`src/rtl/uart_tx_fifo.sv`:
```
// uart_tx_fifo: circular byte FIFO that launches queued bytes into a UART
// transmitter through the tx_data / tx_begin / tx_busy handshake.
module uart_tx_fifo #(
    parameter int DEPTH_LOG2 = 4
) (
    input  logic                  clock,
    input  logic                  reset,
    input  logic [7:0]            wr_data,
    input  logic                  wr_en,
    output logic                  full,
    output logic                  empty,
    output logic [DEPTH_LOG2:0]   count,
    output logic                  overflow,
    input  logic                  ovf_clear,
    output logic [7:0]            tx_data,
    output logic                  tx_begin,
    input  logic                  tx_busy,
    output logic                  idle
);
    localparam int DEPTH = 1 << DEPTH_LOG2;
    localparam logic [DEPTH_LOG2:0] FULL_COUNT = {1'b1, {DEPTH_LOG2{1'b0}}};
    localparam logic [1:0] IDLE      = 2'd0;
    localparam logic [1:0] LAUNCH    = 2'd1;
    localparam logic [1:0] WAIT_BUSY = 2'd2;
    localparam logic [1:0] WAIT_DONE = 2'd3;

    logic [7:0]            mem [DEPTH];
    logic [DEPTH_LOG2-1:0] rd_ptr;
    logic [DEPTH_LOG2-1:0] wr_ptr;
    logic [1:0]            state;
    logic                  push;
    logic                  pop;

    assign full  = count == FULL_COUNT;
    assign empty = count == '0;
    assign idle  = empty && state == IDLE;
    assign push  = wr_en && !full;
    assign pop   = state == IDLE && !empty;

    // Storage is not cleared by reset; the pointers alone define what is valid.
    always_ff @(posedge clock)
        if (push) mem[wr_ptr] <= wr_data;

    always_ff @(posedge clock) begin
        if (!reset) begin
            rd_ptr   <= '0;
            wr_ptr   <= '0;
            count    <= '0;
            state    <= IDLE;
            tx_data  <= 8'h00;
            tx_begin <= 1'b0;
            overflow <= 1'b0;
        end else begin
            if (push) wr_ptr <= wr_ptr + DEPTH_LOG2'(1);
            if (pop) begin
                rd_ptr  <= rd_ptr + DEPTH_LOG2'(1);
                tx_data <= mem[rd_ptr];
            end
            count    <= count + (DEPTH_LOG2+1)'(push) - (DEPTH_LOG2+1)'(pop);
            // A fresh overflow in the same cycle beats ovf_clear.
            overflow <= (wr_en && full) || (overflow && !ovf_clear);
            tx_begin <= state == LAUNCH;
            state    <= pop                             ? LAUNCH    :
                        state == LAUNCH                 ? WAIT_BUSY :
                        (state == WAIT_BUSY && tx_busy) ? WAIT_DONE :
                        (state == WAIT_DONE && !tx_busy) ? IDLE     : state;
        end
    end
endmodule

```
`config.mk`:
```
export PLATFORM = sky130hd
export DESIGN_NAME = uart_tx_fifo
export DESIGN_NICKNAME = d
export VERILOG_FILES = /design/src/rtl/uart_tx_fifo.sv
export SDC_FILE = /design/constraint.sdc
export NUM_CORES = 1
export LEC_CHECK = 0
export CORE_MARGIN = 4
export CORE_UTILIZATION = 50
export CTS_CLUSTER_SIZE = 30
export DETAILED_ROUTE_END_ITERATION = 8
export PLACE_DENSITY = 0.71
export SYNTH_ARGS = -nofsm -noshare
export SYNTH_HDL_FRONTEND = slang
export SYNTH_SLANG_ARGS = --single-unit
```
`constraint.sdc`:
```
create_clock -name clock -period 3.2 [get_ports clock]
set_clock_uncertainty 0.2 [all_clocks]
set_input_delay 0.48 -clock clock [delete_from_list [all_inputs] [get_ports clock]]
set_output_delay 0.48 -clock clock [all_outputs]
set_load 0.05 [all_outputs]
```
* Word-level counts from Yosys, hierarchy flattened
Memory sizes are Yosys's and may differ from the RTL's. A register that Yosys moved wholly into a read port is not among the register bits.
Cells that the tools add are included.
** Operators by class
- Bitwise logic cells :: 1
- $add $sub $neg :: 4
- Eq/ne operators :: 4
- Reductions and logical operators :: 18
- Mux-type cells :: 6
** Operators by type and width (count)
- adder 4 x 1 -> 4 bit (second input constant) :: 2
- logical AND 1 bit :: 7
- 2-to-1 mux 2 bit :: 3
- adder 5 x 1 -> 5 bit :: 1
- == test 5 bit (second input constant) :: 1
- zero test 1 bit :: 5
- zero test 5 bit :: 1
- subtractor 5 x 1 -> 5 bit :: 1
- == test 2 bit (second input constant) :: 2
- nonzero test 4 bit :: 1
- 2-to-1 mux 1 bit :: 3
- nonzero test 3 bit :: 1
- == test 2 x 1 -> 1 bit (second input constant) :: 1
- zero test 2 bit :: 1
- OR reduction 2 bit :: 1
- logical OR 1 bit :: 1
- inverter 1 bit :: 1
** Word-level totals
- Memories :: 1
- Word-level logic and storage cells :: 41
- Bits in writable memories :: 128
- Bits in registers :: 17
** Memories
- mem :: depth 16, bits a word 8, rd ports 1, clocked after Yosys merged registers in 1, wr ports 1, RTL line 27 : logic [7:0] mem [DEPTH];

* Logic depth before layout (Yosys ltp)
Gate-level depths: netlist (run 1).
- Depth after elaboration :: 6
- Mapped depth :: 14

* Least setup slack after synthesis (run 1)
No wires, ideal clock.
- Path kind :: register to register
- Start :: register count[2]
- End :: register count[4]
- Setup slack :: -0.177 ns
- Setup time :: 0.116 ns
- Buffers on the path :: 1
- Cell stages (with the launch flop) :: 15
- Period minus slack after synthesis :: 3.377 ns
- Data arrival time :: 3.062 ns
- Cells stage by stage :: dfxtp_1 -> inv_1 -> ha_1 -> nand4bb_1 -> and2_1 -> clkbuf_1 -> inv_1 -> ha_1 -> inv_1 -> ha_1 -> fa_1 -> a21oi_1 -> nor2_1 -> or3_1 -> and3_1
** Between the ends
- Cells in the longest elaborated chain, start to end :: 5
** RTL lines
- from (decl) :: RTL line 12 : output logic [DEPTH_LOG2:0] count,
- from (signal assigned) :: RTL line 59 : count <= count + (DEPTH_LOG2+1)'(push) - (DEPTH_LOG2+1)'(pop);
- == test 5 bit :: RTL line 34 : assign full = count == FULL_COUNT;
- zero test 1 bit :: RTL line 37 : assign push = wr_en && !full;
- logical AND 1 bit :: RTL line 37
- adder 5 x 1 -> 5 bit :: RTL line 59
- subtractor 5 x 1 -> 5 bit * :: RTL line 59
Mark *: on every way between the ends. The rest lies on a longest branch, timed or not.
A chain may end at the register's enable or synchronous reset.

* Worst setup path after layout (run 1)
- Start :: register count[3]
- End :: register count[4]
** RTL lines
- zero test 5 bit :: RTL line 35 : assign empty = count == '0;
- zero test 1 bit :: RTL line 38 : assign pop = state == IDLE && !empty;
- logical AND 1 bit :: RTL line 38
- via pop :: RTL line 32 : logic pop;
- subtractor 5 x 1 -> 5 bit :: RTL line 59
The timed path passes the listed nets, and every way through them passes these cells.

==> results of run 1 <==
## per-stage QoR
step	area, sq um	worst slack (ps)	std cells	TNS, ps	hold WS (ps)
after floorplan	6157	7.754	334	0	257.8
after global placement	6711	115.9	517	0	280.6
after detailed placement	6711	62.49	517	0	277.3
after CTS	7272	13.85	549	0	302.1
after global routing	7283	-44.32	549	-44.32	337.9
final	7283	109.0	549	0	299.2
## report_power, final
group / leakage (nW) / internal (mW) / switching (mW)
sequential: 1.36 / 2.33 / 0.103
combinational: 0.835 / 0.740 / 1.01
clock: 0.270 / 1.10 / 0.780
total: 2.47 / 4.16 / 1.89
## logic make-up (layout without fill, tap and decap cells)
family	after synthesis	in the layout	synth area share, %
DFF	153	153	70.58
adders and majority gates	12	12	2.561
xor gates and xnor gates	8	8	1.138
muxes	48	48	14.92
AOI/OAI and AO/OA	20	20	2.338
buffers and inverters	29	97	2.622
and+or+nand+nor	64	64	5.834
## cells in the mapped netlist (2+ instances only)
master and count:
ha_1 11, buf_6 3, dfxtp_1 25, nand2b_1 2
a21oi_1 3, clkbuf_1 6, nand3_1 12, mux2i_1 16
o221ai_1 8, nor3_1 5, nor2_1 14, buf_2 6
nand2_1 9, mux4_1 10, buf_8 2, o21ai_0 3
and2_1 10, and3_1 2, a21boi_1 2, edfxtp_1 128
mux4_2 22, xor2_1 2, inv_1 11, xnor2_1 6
nor2b_1 2, a21boi_0 2, or3_1 2
## worst paths after layout
check | startpoint | to | slack, ps | depth (start not counted)
setup / recovery | count[3] | count[4] | 110 | 13
hold / removal | tx_data[0] | tx_data[0] | 300 | 2
setup reg to reg | count[3] | count[4] | 110 | 13
hold reg to reg | tx_data[0] | tx_data[0] | 300 | 2
## sequential cells by signal, indices dropped and copies added (netlist names)
signal,cells
mem,128
count,5
rd_ptr,4
wr_ptr,4
tx_begin,1
state,2
overflow,1
tx_data,8
## layout make-up
cell class,instances,area [sq um]
fillers,875,4728
flip-flops and latches,153,4348
multi-input cells,152,1658
repair buffers,53,488.0
clock buffers,19,442.9
well taps,147,183.9
clock inverters,13,117.6
inverters,12,45.04
## worst max-delay path, stage by stage (launching register included)
cell     delay [ps]
dfxtp_2         330
inv_1            80
ha_2            180
or4b_4          500
nand2_4          80
inv_2            60
ha_1            270
inv_1            40
ha_1            200
fa_2            370
a21oi_2         130
nor2_1           60
or3_1           330
and3_1          180
## per-layer routing
layer / GRT usage, % / up-vias / wire (um)
li1: - / 1424 / -
met1: 22.95 / 1554 / 4724
met2: 29.66 / 99 / 5891
met3: 5.366 / 6 / 826
met4: 4.779 / 0 / 100
met5: 0 / - / 0
## repair_timing
| action | in CTS | in global routing |
|---|---|---|
| buffers inserted | 0 | 0 |
| resized for setup | 0 | 4 |
| hold endpoints to repair | 0 | 0 |
| endpoints found under the setup margin | 0 | 2 |
==> results.cfg, run 1 <==
[run_status]
status = finished, final reports clean

[critical_path]
cp-end-kind = flop
cp_max_fo = 4
critPathLaunchType = flop
critPathRequiredTime_ps = 3310
arrival_ps = 3200
timing_worst_setup_path_type = flop to flop

[power]
ir_drop_v = 0.0006120
p_total_mw = 6.055
leakagePower_nw = 2.467
powerDensity_mw_per_mm2 = 831.4

[die]
rows = 40
core_sq_mm = 0.01201
die_area_sq_mm = 0.01415
ios = 31
die_y_um = 118.9
start_util_pct = 51.24
die_w_um = 118.9

[drt]
drt_first_pass_iters = 4
drt_iter0_markers = 224
drcViolationCount = 0
vias = 3083
drt.antenna.violating_nets = 0
viasPerCell = 5.616
wire_per_inst_um = 21.02
wirelength_mm = 11.54

[synth]
post_synth_num_cell_types = 37
ys_ff_latch = 153
syn-cell-area_sq_mm = 0.006155
yosysWarningCount = 0
synth-main-ff-cell = edfxtp_1
yosysSeqAreaShare_pct = 70.58
avgSynthCellArea_sq_um = 18.43
syn_nets = 359
netlist_instances = 334
synthDominantCellAreaShare_pct = 62.45
synth.area.top_cells = edfxtp_1, dfxtp_1, mux4_2
synth_edf_count = 128
synth_top_area_cell = edfxtp_1
async_reset_ff_share_pct = 0

[placed_design]
globalplace.congestion = 0.8346
io_buffers = 30
dp_hpwl_mm = 7.090

[finish]
n_antenna_cell = 0
area_growth_pct = 18.34
layout_common_cells = edfxtp_1, clkdlybuf4s50_1, mux4_2, dfxtp_1, buf_4
layout_commonest_cell = edfxtp_1
drive_gt1_share_pct = 21.39
finish.utilization_pct = 60.64
nNetsFinal = 414

[sta]
tightest_slew_ps = 631.1
grt_setup_unrepaired = yes
fmax_ghz = 0.3235
finalSetupViolCount = 0
finalMaxSlewViolations = 0
period_share_pct = 96.59
hold_viol_final = 0
min_period_ps = 3091
max_slew_margin_pct = 57.79

[global_route]
grt_overflow = 0
grt_usage_pct = 17.81
grt_pass1_wl_mm = 18.44
grt_pass1_vias = 3269
grt_start_max_net_pins = 36
antenna_found_initial = 0

[clocking]
clk_latency_ps = 410
cts_root_buffer = clkbuf_16
cts_tree = built
clkTransAtPathRegs_ps = 60
hold_buffers = 0
cts_made_buffers = 17
clockBufferDepth = 2
cts_sinks = 153
htree_levels = 4

[run]
drv.max_cap_violation_count = 0

[min_path]
hold_path_class = flop to flop
Note: power is estimated with default switching activity, not from simulation.
==> inputs of run 2 (changes only) <==
--- a/config.mk
+++ b/config.mk
@@ -9,6 +9,7 @@
 export CORE_UTILIZATION = 50
 export CTS_CLUSTER_SIZE = 30
 export DETAILED_ROUTE_END_ITERATION = 8
+export HOLD_SLACK_MARGIN = 0.02
 export PLACE_DENSITY = 0.71
 export SYNTH_ARGS = -nofsm -noshare
 export SYNTH_HDL_FRONTEND = slang
==> results of run 2 <==
Same layout as run 1: the final DEF is identical, and so are final timing and power.
